$ cat config.mk
export PLATFORM = sky130hd
export DESIGN_NAME = decimator_cic1
export DESIGN_NICKNAME = d
export VERILOG_FILES = /design/src/rtl/sonar_dsp_pkg.sv /design/src/rtl/axis_skid_buf.sv /design/src/rtl/decimator_cic1.sv
export SDC_FILE = /design/constraint.sdc
export NUM_CORES = 1
export LEC_CHECK = 0
export CAP_MARGIN = 20
export CORE_MARGIN = 4
export CORE_UTILIZATION = 55
export CTS_CLUSTER_SIZE = 8
export DETAILED_ROUTE_END_ITERATION = 16
export HOLD_SLACK_MARGIN = 0.08
export PLACE_DENSITY = 0.76
export SETUP_SLACK_MARGIN = 0.5
export SYNTH_ARGS = -nofsm -noshare
export SYNTH_HDL_FRONTEND = slang
export SYNTH_HIERARCHICAL = 1
export SYNTH_SLANG_ARGS = --single-unit
$ cat constraint.sdc
create_clock -name s_axis_aclk -period 3.7 [get_ports s_axis_aclk]
set_input_delay 0.37 -clock s_axis_aclk [delete_from_list [all_inputs] [get_ports s_axis_aclk]]
set_output_delay 0.37 -clock s_axis_aclk [all_outputs]
set_load 0.02 [all_outputs]
$ cat src/rtl/sonar_dsp_pkg.sv
// Shared sonar DSP widths and the decimator output beat layout.
// Pure declarations: no logic, no latency, no flow control.
package sonar_dsp_pkg;

    localparam int SAMPLE_W   = 24;
    localparam int CH_W       = 3;
    localparam int CH_NUM_MAX = 8;
    localparam int BEAT_W     = SAMPLE_W + CH_W + 1;

    typedef struct packed {
        logic [SAMPLE_W-1:0] data;
        logic [CH_W-1:0]     user;
        logic                last;
    } beat_t;

endpackage

$ cat src/rtl/axis_skid_buf.sv
// Two-entry output FIFO with registered head; a push is visible on out_vld one cycle later.
// in_rdy is registered from next occupancy (high while at most one entry is held), so it never depends on out_rdy combinationally.
module axis_skid_buf #(
    parameter int W = 28
) (
    input  logic         clk,
    input  logic         rst_n,
    input  logic         in_vld,
    input  logic [W-1:0] in_dat,
    output logic         in_rdy,
    output logic         out_vld,
    output logic [W-1:0] out_dat,
    input  logic         out_rdy
);

    logic [1:0]   cnt_q, cnt_d;
    logic [W-1:0] slot0_q, slot0_d;
    logic [W-1:0] slot1_q, slot1_d;
    logic         rdy_q, rdy_d;
    logic         push, pop;

    always_comb begin
        push    = in_vld;
        pop     = (cnt_q != 2'd0) && out_rdy;
        cnt_d   = cnt_q;
        slot0_d = slot0_q;
        slot1_d = slot1_q;

        case ({push, pop})
            2'b10:   cnt_d = cnt_q + 2'd1;
            2'b01:   cnt_d = cnt_q - 2'd1;
            default: cnt_d = cnt_q;
        endcase

        // slot0 is always the head; slot1 only ever holds the second-oldest beat
        case (cnt_q)
            2'd0: begin
                if (push) slot0_d = in_dat;
            end
            2'd1: begin
                if (push && pop) begin
                    slot0_d = in_dat;
                end else if (push) begin
                    slot1_d = in_dat;
                end
            end
            default: begin
                if (pop) begin
                    slot0_d = slot1_q;
                    if (push) slot1_d = in_dat;
                end
            end
        endcase

        rdy_d = (cnt_d <= 2'd1);
    end

    always_ff @(posedge clk or negedge rst_n) begin
        if (!rst_n) begin
            cnt_q   <= 2'd0;
            slot0_q <= '0;
            slot1_q <= '0;
            rdy_q   <= 1'b0;
        end else begin
            cnt_q   <= cnt_d;
            slot0_q <= slot0_d;
            slot1_q <= slot1_d;
            rdy_q   <= rdy_d;
        end
    end

    assign in_rdy  = rdy_q;
    assign out_vld = (cnt_q != 2'd0);
    assign out_dat = slot0_q;

endmodule

$ cat src/rtl/decimator_cic1.sv
// Per-channel single-stage CIC decimator (integrate-and-dump by 2**DECIM_LOG2, early dump on tlast).
// Output one cycle after a closing input; s_axis_tready follows the skid buffer's registered space flag.
module decimator_cic1
    import sonar_dsp_pkg::*;
#(
    parameter int DECIM_LOG2 = 3,
    parameter int CH_NUM     = 8
) (
    input  logic                s_axis_aclk,
    input  logic                s_axis_arstn,
    input  logic [SAMPLE_W-1:0] s_axis_tdata,
    input  logic                s_axis_tvalid,
    output logic                s_axis_tready,
    input  logic [CH_W-1:0]     s_axis_tuser,
    input  logic                s_axis_tlast,
    output logic [SAMPLE_W-1:0] m_axis_tdata,
    output logic                m_axis_tvalid,
    input  logic                m_axis_tready,
    output logic [CH_W-1:0]     m_axis_tuser,
    output logic                m_axis_tlast
);

    localparam int ACC_W = SAMPLE_W + DECIM_LOG2;
    // A zero-width counter is illegal; with D=1 the single bit simply stays 0.
    localparam int CNT_W = (DECIM_LOG2 > 0) ? DECIM_LOG2 : 1;
    localparam logic [CNT_W-1:0] CNT_LAST = CNT_W'((1 << DECIM_LOG2) - 1);

    logic signed [ACC_W-1:0]    acc_q [CH_NUM];
    logic signed [ACC_W-1:0]    acc_d [CH_NUM];
    logic        [CNT_W-1:0]    cnt_q [CH_NUM];
    logic        [CNT_W-1:0]    cnt_d [CH_NUM];

    logic        [CH_W-1:0]     ch;
    logic signed [SAMPLE_W-1:0] sample;
    logic signed [ACC_W-1:0]    sum;
    logic                       in_xfer;
    logic                       win_close;
    logic                       push;
    logic                       buf_rdy;
    beat_t                      beat;
    beat_t                      out_beat;

    always_comb begin
        ch        = s_axis_tuser;
        sample    = s_axis_tdata;
        in_xfer   = s_axis_tvalid && buf_rdy;
        sum       = acc_q[ch] + sample;
        win_close = (cnt_q[ch] == CNT_LAST) || s_axis_tlast;
        push      = in_xfer && win_close;

        // Early tlast closes are still divided by the full D on purpose.
        beat.data = SAMPLE_W'(sum >>> DECIM_LOG2);
        beat.user = ch;
        beat.last = s_axis_tlast;

        acc_d = acc_q;
        cnt_d = cnt_q;
        if (in_xfer) begin
            if (win_close) begin
                acc_d[ch] = '0;
                cnt_d[ch] = '0;
            end else begin
                acc_d[ch] = sum;
                cnt_d[ch] = cnt_q[ch] + CNT_W'(1);
            end
        end
    end

    always_ff @(posedge s_axis_aclk or negedge s_axis_arstn) begin
        if (!s_axis_arstn) begin
            for (int i = 0; i < CH_NUM; i++) begin
                acc_q[i] <= '0;
                cnt_q[i] <= '0;
            end
        end else begin
            acc_q <= acc_d;
            cnt_q <= cnt_d;
        end
    end

    axis_skid_buf #(
        .W(BEAT_W)
    ) u_out_buf (
        .clk     (s_axis_aclk),
        .rst_n   (s_axis_arstn),
        .in_vld  (push),
        .in_dat  (beat),
        .in_rdy  (buf_rdy),
        .out_vld (m_axis_tvalid),
        .out_dat (out_beat),
        .out_rdy (m_axis_tready)
    );

    assign s_axis_tready = buf_rdy;
    assign m_axis_tdata  = out_beat.data;
    assign m_axis_tuser  = out_beat.user;
    assign m_axis_tlast  = out_beat.last;

endmodule

==> impl_results.md, run 1 <==
* Min-delay worst type: primary input to flip-flop
* Syn avg cell area at between 10 and 15 sq um
* Max clock buf depth at 3
* Status: finished, final reports clean
* Pre-antenna DRT Iters at 5
* Critical path launch point type: flip-flop
* FF/Latch Area at 7480 sq um
* Seq/Total Area, Yosys at between 50% and 60%
* Flop pwr share at 30.9%
* Routed wire length per instance at between 20 and 30 um
* Number of flops mapped to enable cells by yosys at 0
* Clock transition at the registers of the reported paths at 0.05 ns
* Dpl hpwl at about 29 mm
* Worst path max stage delay at 0.47 ns
* Worst slew pin tran at roughly 0.86 ns
* Fmax at 273 MHz
* Arrival @ worst endpoint at about 4.1 ns
* Largest cells by area after synthesis: dfrtp_1 (51%), o21ai_0 (7.8%), nand2_1 (7.1%), mux2_2 (5.8%), a22oi_1 (3.6%)
* NumNets Final at 1,768
* Switching share of power at 38.7%
* Post-route cell area at between 20,000 and 25,000 sq um
* Num CTS Buffers at 43
* PortBufs at 61
* Crit Path Class: flip-flop to flip-flop
* DRT iter0 DRCs at 1,743
* PwrDens at a little over 900 nW/um^2
* Internal at 11.4 mW
* Pwr Total at between 15 and 20 mW
* Hold_ws at 0.295 ns
* Die area at just under 30,000 sq um
* Unrepaired setup endpoints after global routing: yes
* Area taken by multi-input logic gates at 8370 sq um
* Via count at 13,419
* Share of cells above drive strength 1 at 39.5%
* Crit end category: flip-flop
* Die width at 171 um
* Final Wtd Congestion at around 0.93
* Total track usage at a little under a third
* GRT overflow at 0
* H-tree levels at 2
* Layout fillers at ~1,400
* Total wire length at ~52 mm
* Core box area at about 26,000 sq um
* Async SR Flop Fraction at 100%
* Distinct cell type count after synthesis at 70
* Largest net degree at the start of global routing at roughly 100
* Post-Synthesis Cells at 1,426
* Minimum clock period at 3.66 ns
* Synth Warn # at 6
* Vias in the first global route at between 10,000 and 15,000
* Worst path slowest cell: mux4_2
* Critical Path RT at approximately 4.1 ns
* Synth Register Bits at between 200 and 300
* Antenna violations before repair at 0
* Number of vias per cell at 6.58
* Area growth syn-to-layout at 41.0%
* Antenna-violating nets left at 0
* Clk_skew at between 0.015 and 0.02 ns
* CTS tree: yes
* Drt drc at 0
* Critical path buffers and inverters at 6
* I/O Pins at 62
* Final hold viol count at 0
* Placed Area at between 15,000 and 20,000 sq um
* CP top delay family: compound AO/OA/AOI/OAI gates
* Setup-failing EPs final at 0
* First-pass GRT wire length at approximately 72 mm
* Leakage at ~9.2 nW
* Die H at roughly 170 um
* Clk pwr share at 19.1%
* # clock sinks at about 300
* Maxcap violations at 0
* Worst-skew pair later-pin latency at 0.54 ns
* VDD IR-drop max at 1.59 mV
* Antenna Cells at 0
* Synth area leader: dfrtp_1
* Gate power share at roughly 50%
* Worst path cell trace: mux4_2 > inv_2 > o21ai_2 > ha_2 > fa_2 > a211oi_4 > o21ai_2 > nand4_1 > a211oi_2 > buf_4 > buf_4 > buf_6 > buf_6 > a221oi_4 > buf_6 > o21ai_2
* Peak fanout along the critical path at 8
* Synth top cells by count: dfrtp_1 (299), nand2_1 (275), o21ai_0 (228)
* Synthesized area at around 15,000 sq um
* Most frequent cell after synthesis: dfrtp_1
* NetSw at 7.22 mW
* Synth Flop Type: dfrtp_1
* Post-Syn Nets at between 1,000 and 1,500
* Max Slew Vio Count at 0
* Top cell type's share of synthesized area at 51.4%
* Root Buffer: clkbuf_16
* Initial Utilization at between 50% and 60%
* Period utilization at 98.9%
* Max_slew headroom at 42.7%
* Site Rows at between 50 and 60
power groups by stage:
stage	Combinational (mW)	Sequential [mW]	Clock (mW)
floorplan	3.93	5.53	0
global placement	6.30	5.52	0
detailed placement	6.50	5.59	0
CTS	7.42	5.62	3.55
global route	9.83	5.89	3.72
finish	9.33	5.77	3.56
sequential cells by signal, indices dropped and copies added, names as in the netlist:
| signal | cells |
|---|---|
| u_out_buf/out_dat | 28 |
| acc_q | 216 |
| u_out_buf/cnt_q | 2 |
| u_out_buf/slot1_q | 28 |
| cnt_q | 24 |
| u_out_buf/in_rdy | 1 |
metal layers:
layer / global-route usage (%) / part of all wire [%] / vias to the layer above
met3: 5.52 / 9.2 / 271
met5: 0 / 0 / -
met2: 51.0 / 48 / 869
met4: 14.5 / 6.3 / 0
li1: - / - / 5663
met1: 41.8 / 37 / 6616
path summary, 6_finish.rpt:
check | start | to | slack, ns | depth (start not counted)
worst max-delay path | acc_q[189] | acc_q[130] | 0.04 | 16
worst min-delay path | s_axis_tuser[1] | u_out_buf/slot1_q[2] | 0.29 | 3
worst max register to register | acc_q[189] | acc_q[130] | 0.04 | 16
worst min register to register | acc_q[24] | acc_q[24] | 0.48 | 2
max in group asynchronous | s_axis_arstn | u_out_buf/out_dat[8] | 2.22 | 3
min in group asynchronous | s_axis_arstn | u_out_buf/out_dat[0] | 0.45 | 2
cell families (layout without fill, tap and decap cells):
kind of cell | count (synthesis) | in the layout | share of synthesized area [%]
adders and majority gates | 34 | 34 | 2.97
muxes | 109 | 109 | 9.34
AOI/OAI and AO/OA | 440 | 440 | 19.3
buffers and inverters | 104 | 383 | 3.16
xor gates and xnor gates | 22 | 22 | 1.58
and+or+nand+nor | 418 | 418 | 12.3
DFF | 299 | 299 | 51.4
worst reg2reg max path, delay by kind of cell, from the launching register on:
family / cells / cell delay [ns]
AO/OA/AOI/OAI: 6 / 1.04
adder cells (fa/ha/maj): 2 / 0.61
buffers and inverters: 6 / 0.83
flip-flops: 1 / 0.39
multiplexers: 1 / 0.47
AND/OR/NAND/NOR: 1 / 0.18
cell usage in the layout (no fill, tap or decap), types with 20 or more instances in the layout:
| cell type | instances |
|---|---|
| nand2_1 | 257 |
| clkdlybuf4s50_1 | 57 |
| buf_12 | 20 |
| buf_6 | 58 |
| clkbuf_16 | 44 |
| o21ai_0 | 109 |
| dfrtp_1 | 299 |
| o21ai_2 | 82 |
| mux2_4 | 55 |
| o21ai_1 | 35 |
| a22o_1 | 28 |
| a22oi_1 | 53 |
| mux2_2 | 40 |
| nor2_1 | 46 |
| buf_4 | 176 |
metrics by stage:
step | worst slack [ns] | util, % | std cells | setup TNS (ns)
6_report | 0.0408 | 78.8 | 2040 | 0
5_1_grt | -0.0416 | 78.8 | 2040 | -0.163
4_1_cts | 0.223 | 73.9 | 2011 | 0
2_1_floorplan | -0.0591 | - | 1426 | -0.0591
3_3_place_gp | -0.847 | 65.0 | 1921 | -117.24
3_5_place_dp | -0.852 | 65.0 | 1921 | -127.88
timing repair:
action / CTS / global route
setup buffers: 39 / 26
cloned: 2 / 3
hold buffers: 1 / 0
hold endpoints to repair: 98 / 0
resized for setup: 192 / 314
setup endpoints to repair: 248 / 211
pin swaps: 78 / 140
layout make-up:
| class | instances | area share (%) |
|---|---|---|
| timing repair buffer | 318 | 14.8 |
| inverter | 17 | 0.335 |
| multi-input combinational | 1023 | 40.7 |
| tap | 335 | 2.04 |
| clock buffer | 44 | 5.26 |
| sequential | 299 | 36.4 |
| clock inverter | 4 | 0.384 |
No activity file was read; power rests on OpenSTA's default activity.
==> run 2, diff against run 1 <==
--- a/config.mk
+++ b/config.mk
@@ -7,11 +7,10 @@
 export LEC_CHECK = 0
 export CAP_MARGIN = 20
 export CORE_MARGIN = 4
-export CORE_UTILIZATION = 55
+export CORE_UTILIZATION = 40
 export CTS_CLUSTER_SIZE = 8
 export DETAILED_ROUTE_END_ITERATION = 16
 export HOLD_SLACK_MARGIN = 0.08
-export PLACE_DENSITY = 0.76
 export SETUP_SLACK_MARGIN = 0.5
 export SYNTH_ARGS = -nofsm -noshare
 export SYNTH_HDL_FRONTEND = slang
==> run 2 against run 1 <==
- flip-flop and latch count is the same
- global-route usage shrank 9.1 points
- total power shrank 9.6%
- highest routed layer unchanged
- combinational power shrank 17%
- clock-buffer cell count grew 1
- non-clock buffer count shrank 13
- worst hold slack gained 0.0072 ns
- first-iteration DRC count shrank 56%
==> impl_results.md, run 2 (synthesis gave the netlist of run 1 again) <==
* R2R Path Start: acc_q[27]
* PwrDens at around 850 nW/um^2
* Dpl hpwl at a little under 30 mm
* Share of cells above drive strength 1 at 34.8%
* DRT iter0 DRCs at ~760
* Dpl ws at -0.965 ns
* Min-delay worst type: primary input to flip-flop
* Vias in the first global route at about 12,000
* Minimum clock period at between 3 and 4 ns
* Critical R2R Capture: u_out_buf/out_dat[27]
* Clk pwr share at between 20% and 30%
* # clock sinks at 299
* Die H at slightly below 200 um
* Clk_skew at about 0.035 ns
* Worst path slowest cell: fa_2
* Setup ws final at between 0.15 and 0.2 ns
* Most frequent cells in the layout: dfrtp_1 (299), nand2_1 (260), buf_4 (194)
* NetSw at 6.14 mW
* Critical path launch point type: primary input
* Root Buffer: clkbuf_16
* First-pass GRT wire length at around 69 mm
* Post-route cell area at 19,800 sq um
* Drt drc at 0
* R2R depth at 14
* NumNets Final at ~1,800
* Total track usage at 22.4%
* CTS tree: yes
* Peak fanout along the critical path at 9
* Worst-skew pair later-pin latency at approximately 0.55 ns
* Crit path top cell by count: buf_6
* R2R Setup Slk at 0.21 ns
* Clock transition at the registers of the reported paths at 0.05 ns
* GRT overflow at 0
* Internal at ~11 mW
* CP top delay family: buffers and inverters
* Pre-antenna DRT Iters at 5
* Status: finished, final reports clean
* Via count at approximately 12,000
* Worst slew pin tran at a little over 0.6 ns
* Total wire length at 44.6 mm
* Core box area at between 30,000 and 40,000 sq um
* PortBufs at 61
* I/O Pins at 62
* Site Rows at between 60 and 70
* Setup TNS at 0 ns
* Final hold viol count at 0
* Leading cell type in the layout, fill and taps excluded: dfrtp_1
* Gate power share at roughly 46%
* Crit end category: flip-flop
* Period utilization at 95.1%
* Number of vias per cell at roughly 5.6
* Crit Path Class: primary input to flip-flop
* Die width at 199 um
* Pwr Total at between 15 and 20 mW
* Critical path buffers and inverters at 8
* Max clock buf depth at 3
* Area growth syn-to-layout at 36.0%
* Flop pwr share at 33.2%
* Hold Path Origin: s_axis_tuser[1]
* Antenna-violating nets left at 0
* Die area at around 40,000 sq um
* Unrepaired setup endpoints after global routing: yes
* H-tree levels at 2
* CP Capture Point: u_out_buf/out_dat[27]
* Placed Area at ~17,000 sq um
* Worst path depth at 21
* Fmax at about 280 MHz
* Maxcap violations at 0
* Max Slew Vio Count at 0
* Arrival @ worst endpoint at between 3 and 4 ns
* Num CTS Buffers at 43
* Top reg by flops: acc_q
* Worst path cell trace: buf_6 > buf_6 > buf_12 > buf_6 > inv_6 > nor2_1 > and2_4 > buf_12 > a22oi_2 > nand4_1 > buf_4 > fa_2 > a211oi_2 > o21ai_2 > nand4_1 > a211oi_4 > o31ai_2 > xor2_1 > inv_1 > mux2_4 > mux2_4
* VDD IR-drop max at approximately 0.62 mV
* Worst path max stage delay at roughly 0.42 ns
* Max_slew headroom at about three fifths
* Initial Utilization at just over 40%
* Leakage at between 8 and 9 nW
* Largest net degree at the start of global routing at 84
* Routed wire length per instance at roughly 21 um
* Critical Path RT at just over 4 ns
* Origin of the worst setup path: s_axis_tuser[2]
* Antenna violations before repair at 0
* Antenna Cells at 0
* Switching share of power at between 30% and 40%
* Setup-failing EPs final at 0
* Max reg flops at around 220
* Final Wtd Congestion at 0.895
## run 2: worst reg2reg max path: stages, from the launching register on
cell	delay, ns
dfrtp_1	0.37
mux4_2	0.48
inv_1	0.08
o21ai_1	0.06
ha_2	0.22
fa_2	0.38
a211oi_2	0.26
o21ai_2	0.13
nand4_1	0.19
a211oi_4	0.12
o31ai_2	0.22
xor2_1	0.24
inv_1	0.08
mux2_4	0.27
mux2_4	0.25
## run 2: power by group through the flow
| stage | sequential, mW | clock [mW] | combinational [mW] |
|---|---|---|---|
| 2_1_floorplan | 5.53 | 0 | 3.93 |
| 6_report | 5.61 | 3.48 | 7.78 |
| 4_1_cts | 5.58 | 3.56 | 7.24 |
| 3_3_place_gp | 5.54 | 0 | 6.36 |
| 5_1_grt | 5.78 | 3.69 | 8.43 |
| 3_5_place_dp | 5.58 | 0 | 6.48 |
## run 2: metrics by stage
step | cells | utilization [%] | hold WS (ns)
CTS | 2144 | 54.0 | 0.280
finish | 2153 | 55.4 | 0.302
floorplan | 1426 | - | 0.0744
detailed placement | 2050 | 48.0 | 0.377
global placement | 2049 | 48.0 | 0.373
global route | 2153 | 55.4 | 0.303
## run 2: how the worst min path moves through the flow
| stage | end | slack [ns] | depth (start not counted) |
|---|---|---|---|
| floorplan | acc_q[0] | 0.07 | 0 |
| global placement | u_out_buf/out_dat[13] | 0.37 | 1 |
| detailed placement | u_out_buf/out_dat[13] | 0.38 | 1 |
| CTS | u_out_buf/slot1_q[2] | 0.28 | 3 |
| global route | u_out_buf/slot1_q[2] | 0.30 | 3 |
| finish | u_out_buf/slot1_q[2] | 0.30 | 3 |
## run 2: routing by layer
metal | wire length [um] | vias to the layer above | global-route usage (%)
met1 | 19700 | 5994 | 31.0
met2 | 21200 | 366 | 35.8
li1 | - | 5632 | -
met5 | 0 | - | 0
met3 | 2520 | 83 | 4.17
met4 | 1250 | 0 | 7.14
## run 2: cell type report
cell class,instances,area [sq um]
Timing Repair Buffer,305,2820
Fill cell,3063,15900
Tap cell,461,577
Multi-Input combinational cell,1023,7720
Clock buffer,45,1110
Clock inverter,3,30.0
Sequential cell,299,7480
Inverter,17,68.8
## run 2: timing repair
| action | 4_1_cts | 5_1_grt |
|---|---|---|
| setup buffers | 42 | 9 |
| endpoints found under the hold margin | 65 | 0 |
| pin swaps | 75 | 55 |
| cloned | 3 | 0 |
| setup endpoints to repair | 280 | 217 |
| resized for setup | 179 | 117 |
| hold buffers | 1 | 0 |
==> run 3, diff against run 2 <==
--- a/config.mk
+++ b/config.mk
@@ -10,7 +10,9 @@
 export CORE_UTILIZATION = 40
 export CTS_CLUSTER_SIZE = 8
 export DETAILED_ROUTE_END_ITERATION = 16
+export DONT_BUFFER_PORTS = 1
 export HOLD_SLACK_MARGIN = 0.08
+export PLACE_DENSITY = 0.58
 export SETUP_SLACK_MARGIN = 0.5
 export SYNTH_ARGS = -nofsm -noshare
 export SYNTH_HDL_FRONTEND = slang
==> run 3 against run 2 <==
- the run now ends with hold timing left
- largest cell class unchanged
- critical endpoint unchanged
- global-route usage fell by 1.1 points
- maximum frequency increased by 0.85%
- sequential share of layout area increased by 2.2 points
- flip-flop and latch count unchanged
- first-iteration DRC count is 0.40% lower
- non-clock buffer count fell by 136
- highest routed layer unchanged
- via count fell by 4.8%
- final area is 5.5% lower
==> impl_results.md, run 3 (synthesis gave the netlist of run 1 again) <==
* Status: finished, violations left
* Violated checks: hold timing
* Worst-skew pair later-pin latency at 0.55 ns
* Drt drc at 0
* Critical Path RT at between 4 and 5 ns
* Placed Area at between 15,000 and 20,000 sq um
* H-tree levels at 2
* Minimum clock period at 3.49 ns
* GRT overflow at 0
* Die width at 199 um
* Post-Layout Cell Count at 2,019
* Top reg by flops: acc_q
* Met3 WL at between 2 and 2.5 mm
* PwrDens at ~880 nW/um^2
* Crit Path Class: flip-flop to flip-flop
* Die area at a little under 40,000 sq um
* Area growth syn-to-layout at 28.4%
* Hold_ws at -0.469 ns
* Setup ws final at approximately 0.21 ns
* Leading cell type in the layout, fill and taps excluded: dfrtp_1
* Area taken by multi-input logic gates at 7760 sq um
* Layout fillers at between 3,000 and 4,000
* Crit path top cell by count: mux2_4
* Min-delay worst type: primary input to async pin
* VDD IR-drop max at 0.523 mV
* Routed wire length per instance at roughly 22 um
* I/O Pins at 62
* Largest net degree at the start of global routing at 300
* Worst path cell trace: mux4_2 > inv_2 > o21ai_2 > ha_4 > fa_2 > a211oi_4 > o21ai_4 > nand4_1 > a211oi_2 > buf_4 > o31ai_4 > xor2_1 > inv_1 > mux2_4 > mux2_4
* PortBufs at 0
* CTS tree: yes
* Max reg flops at between 200 and 250
* # clock sinks at between 200 and 300
* Period utilization at a little over nine tenths
* Setup-failing EPs final at 0
* Share of cells above drive strength 1 at 31.8%
* Arrival @ worst endpoint at slightly below 4 ns
* Most frequent cells in the layout: dfrtp_1 (299), nand2_1 (258), o21ai_0 (169)
* Cells after DPL at 1,917
* NumNets Final at approximately 1,600
* Root Buffer: clkbuf_16
* First-pass GRT wire length at around 66 mm
* Via count at roughly 11,000
* Unrepaired setup endpoints after global routing: yes
* Number of vias per cell at 5.69
* Worst path slowest cell: mux4_2
* Leakage at roughly 8.4 nW
* Die H at roughly 200 um
* Clock transition at the registers of the reported paths at approximately 0.050 ns
* Vias in the first global route at 11,190
* Post-route cell area at about 19,000 sq um
* Final Wtd Congestion at 0.890
* DR WL met2 at roughly 20 mm
* FF/Latch Area at 7480 sq um
* Worst slew pin tran at roughly 1.1 ns
* Site Rows at 69
* Total track usage at 21.3%
* Worst path max stage delay at about 0.48 ns
* Post-cts hold buffer count at 4
* Core box area at 35,700 sq um
* Pre-antenna DRT Iters at 5
* Antenna violations before repair at 0
* Maxcap violations at 0
* Final hold viol count at around 300
* Peak fanout along the critical path at 3
* Antenna-violating nets left at 0
* Max_slew headroom at 24.4%
* Total wire length at between 40 and 50 mm
* Fmax at approximately 290 MHz
* Crit end category: flip-flop
* Dpl ws at -0.329 ns
* Dpl hpwl at about 28 mm
* Wire length on met1 at 20.0 mm
* DRT iter0 DRCs at between 700 and 800
* Clk_skew at ~0.019 ns
* Max clock buf depth at 3
* Final core occ at a little over half
* Initial Utilization at roughly two fifths
* Num CTS Buffers at 43
* Top Metal Used: met4
* Antenna Cells at 0
* Critical path launch point type: flip-flop
* Max Slew Vio Count at 0
run 3: layout make-up:
| class | instances | area share [%] |
|---|---|---|
| well taps | 461 | 3.08 |
| clock inverters | 3 | 0.281 |
| flip-flops and latches | 299 | 40.0 |
| multi-input cells | 1024 | 41.5 |
| inverters | 17 | 0.354 |
| repair buffers | 169 | 8.92 |
| clock buffers | 46 | 5.92 |
run 3: metal layers:
metal,vias to the layer above,global-route usage (%)
li1,5358,-
met1,5762,30.6
met2,307,33.0
met3,69,4.07
met4,0,6.18
met5,-,0
run 3: what timing repair did:
item,4_1_cts,5_1_grt
cloned,0,5
pin swaps,53,75
setup endpoints to repair,162,179
hold endpoints to repair,303,299
gates resized for setup,109,154
setup buffers,10,28
run 3: power by group:
part / switching [mW] / internal (mW)
combinational: 3.56 / 3.55
clock: 1.40 / 2.10
sequential: 1.06 / 4.74
total: 6.02 / 10.4
run 3: metrics by stage:
| stage | hold slack [ns] | power [mW] | TNS (ns) |
|---|---|---|---|
| floorplan | 0.0744 | 9.46 | -0.0591 |
| global placement | 0.0826 | 11.2 | -2.03 |
| detailed placement | 0.0809 | 11.4 | -5.30 |
| CTS | -0.496 | 15.5 | 0 |
| global route | -0.493 | 17.4 | 0 |
| finish | -0.469 | 16.4 | 0 |
run 3: final timing paths:
path / from / to / slack (ns) / cells after the start
worst max-delay path: acc_q[27] / u_out_buf/out_dat[27] / 0.21 / 15
worst min-delay path: s_axis_arstn / u_out_buf/out_dat[13] / -0.47 / 0
worst max register to register: acc_q[27] / u_out_buf/out_dat[27] / 0.21 / 15
worst min register to register: acc_q[49] / acc_q[49] / 0.47 / 2
max in group asynchronous: s_axis_arstn / acc_q[69] / 3.25 / 0
min in group s_axis_aclk: s_axis_tuser[2] / u_out_buf/out_dat[3] / 0.10 / 2
run 3: worst max-delay path, delay by kind of cell (launching register included):
family                     cells  cell delay, ns
and+or+nand+nor                1            0.13
xor gates and xnor gates       1            0.19
DFF                            1            0.37
muxes                          3            1.01
AOI/OAI and AO/OA              5            0.76
adders and majority gates      2            0.58
buffers and inverters          3            0.34
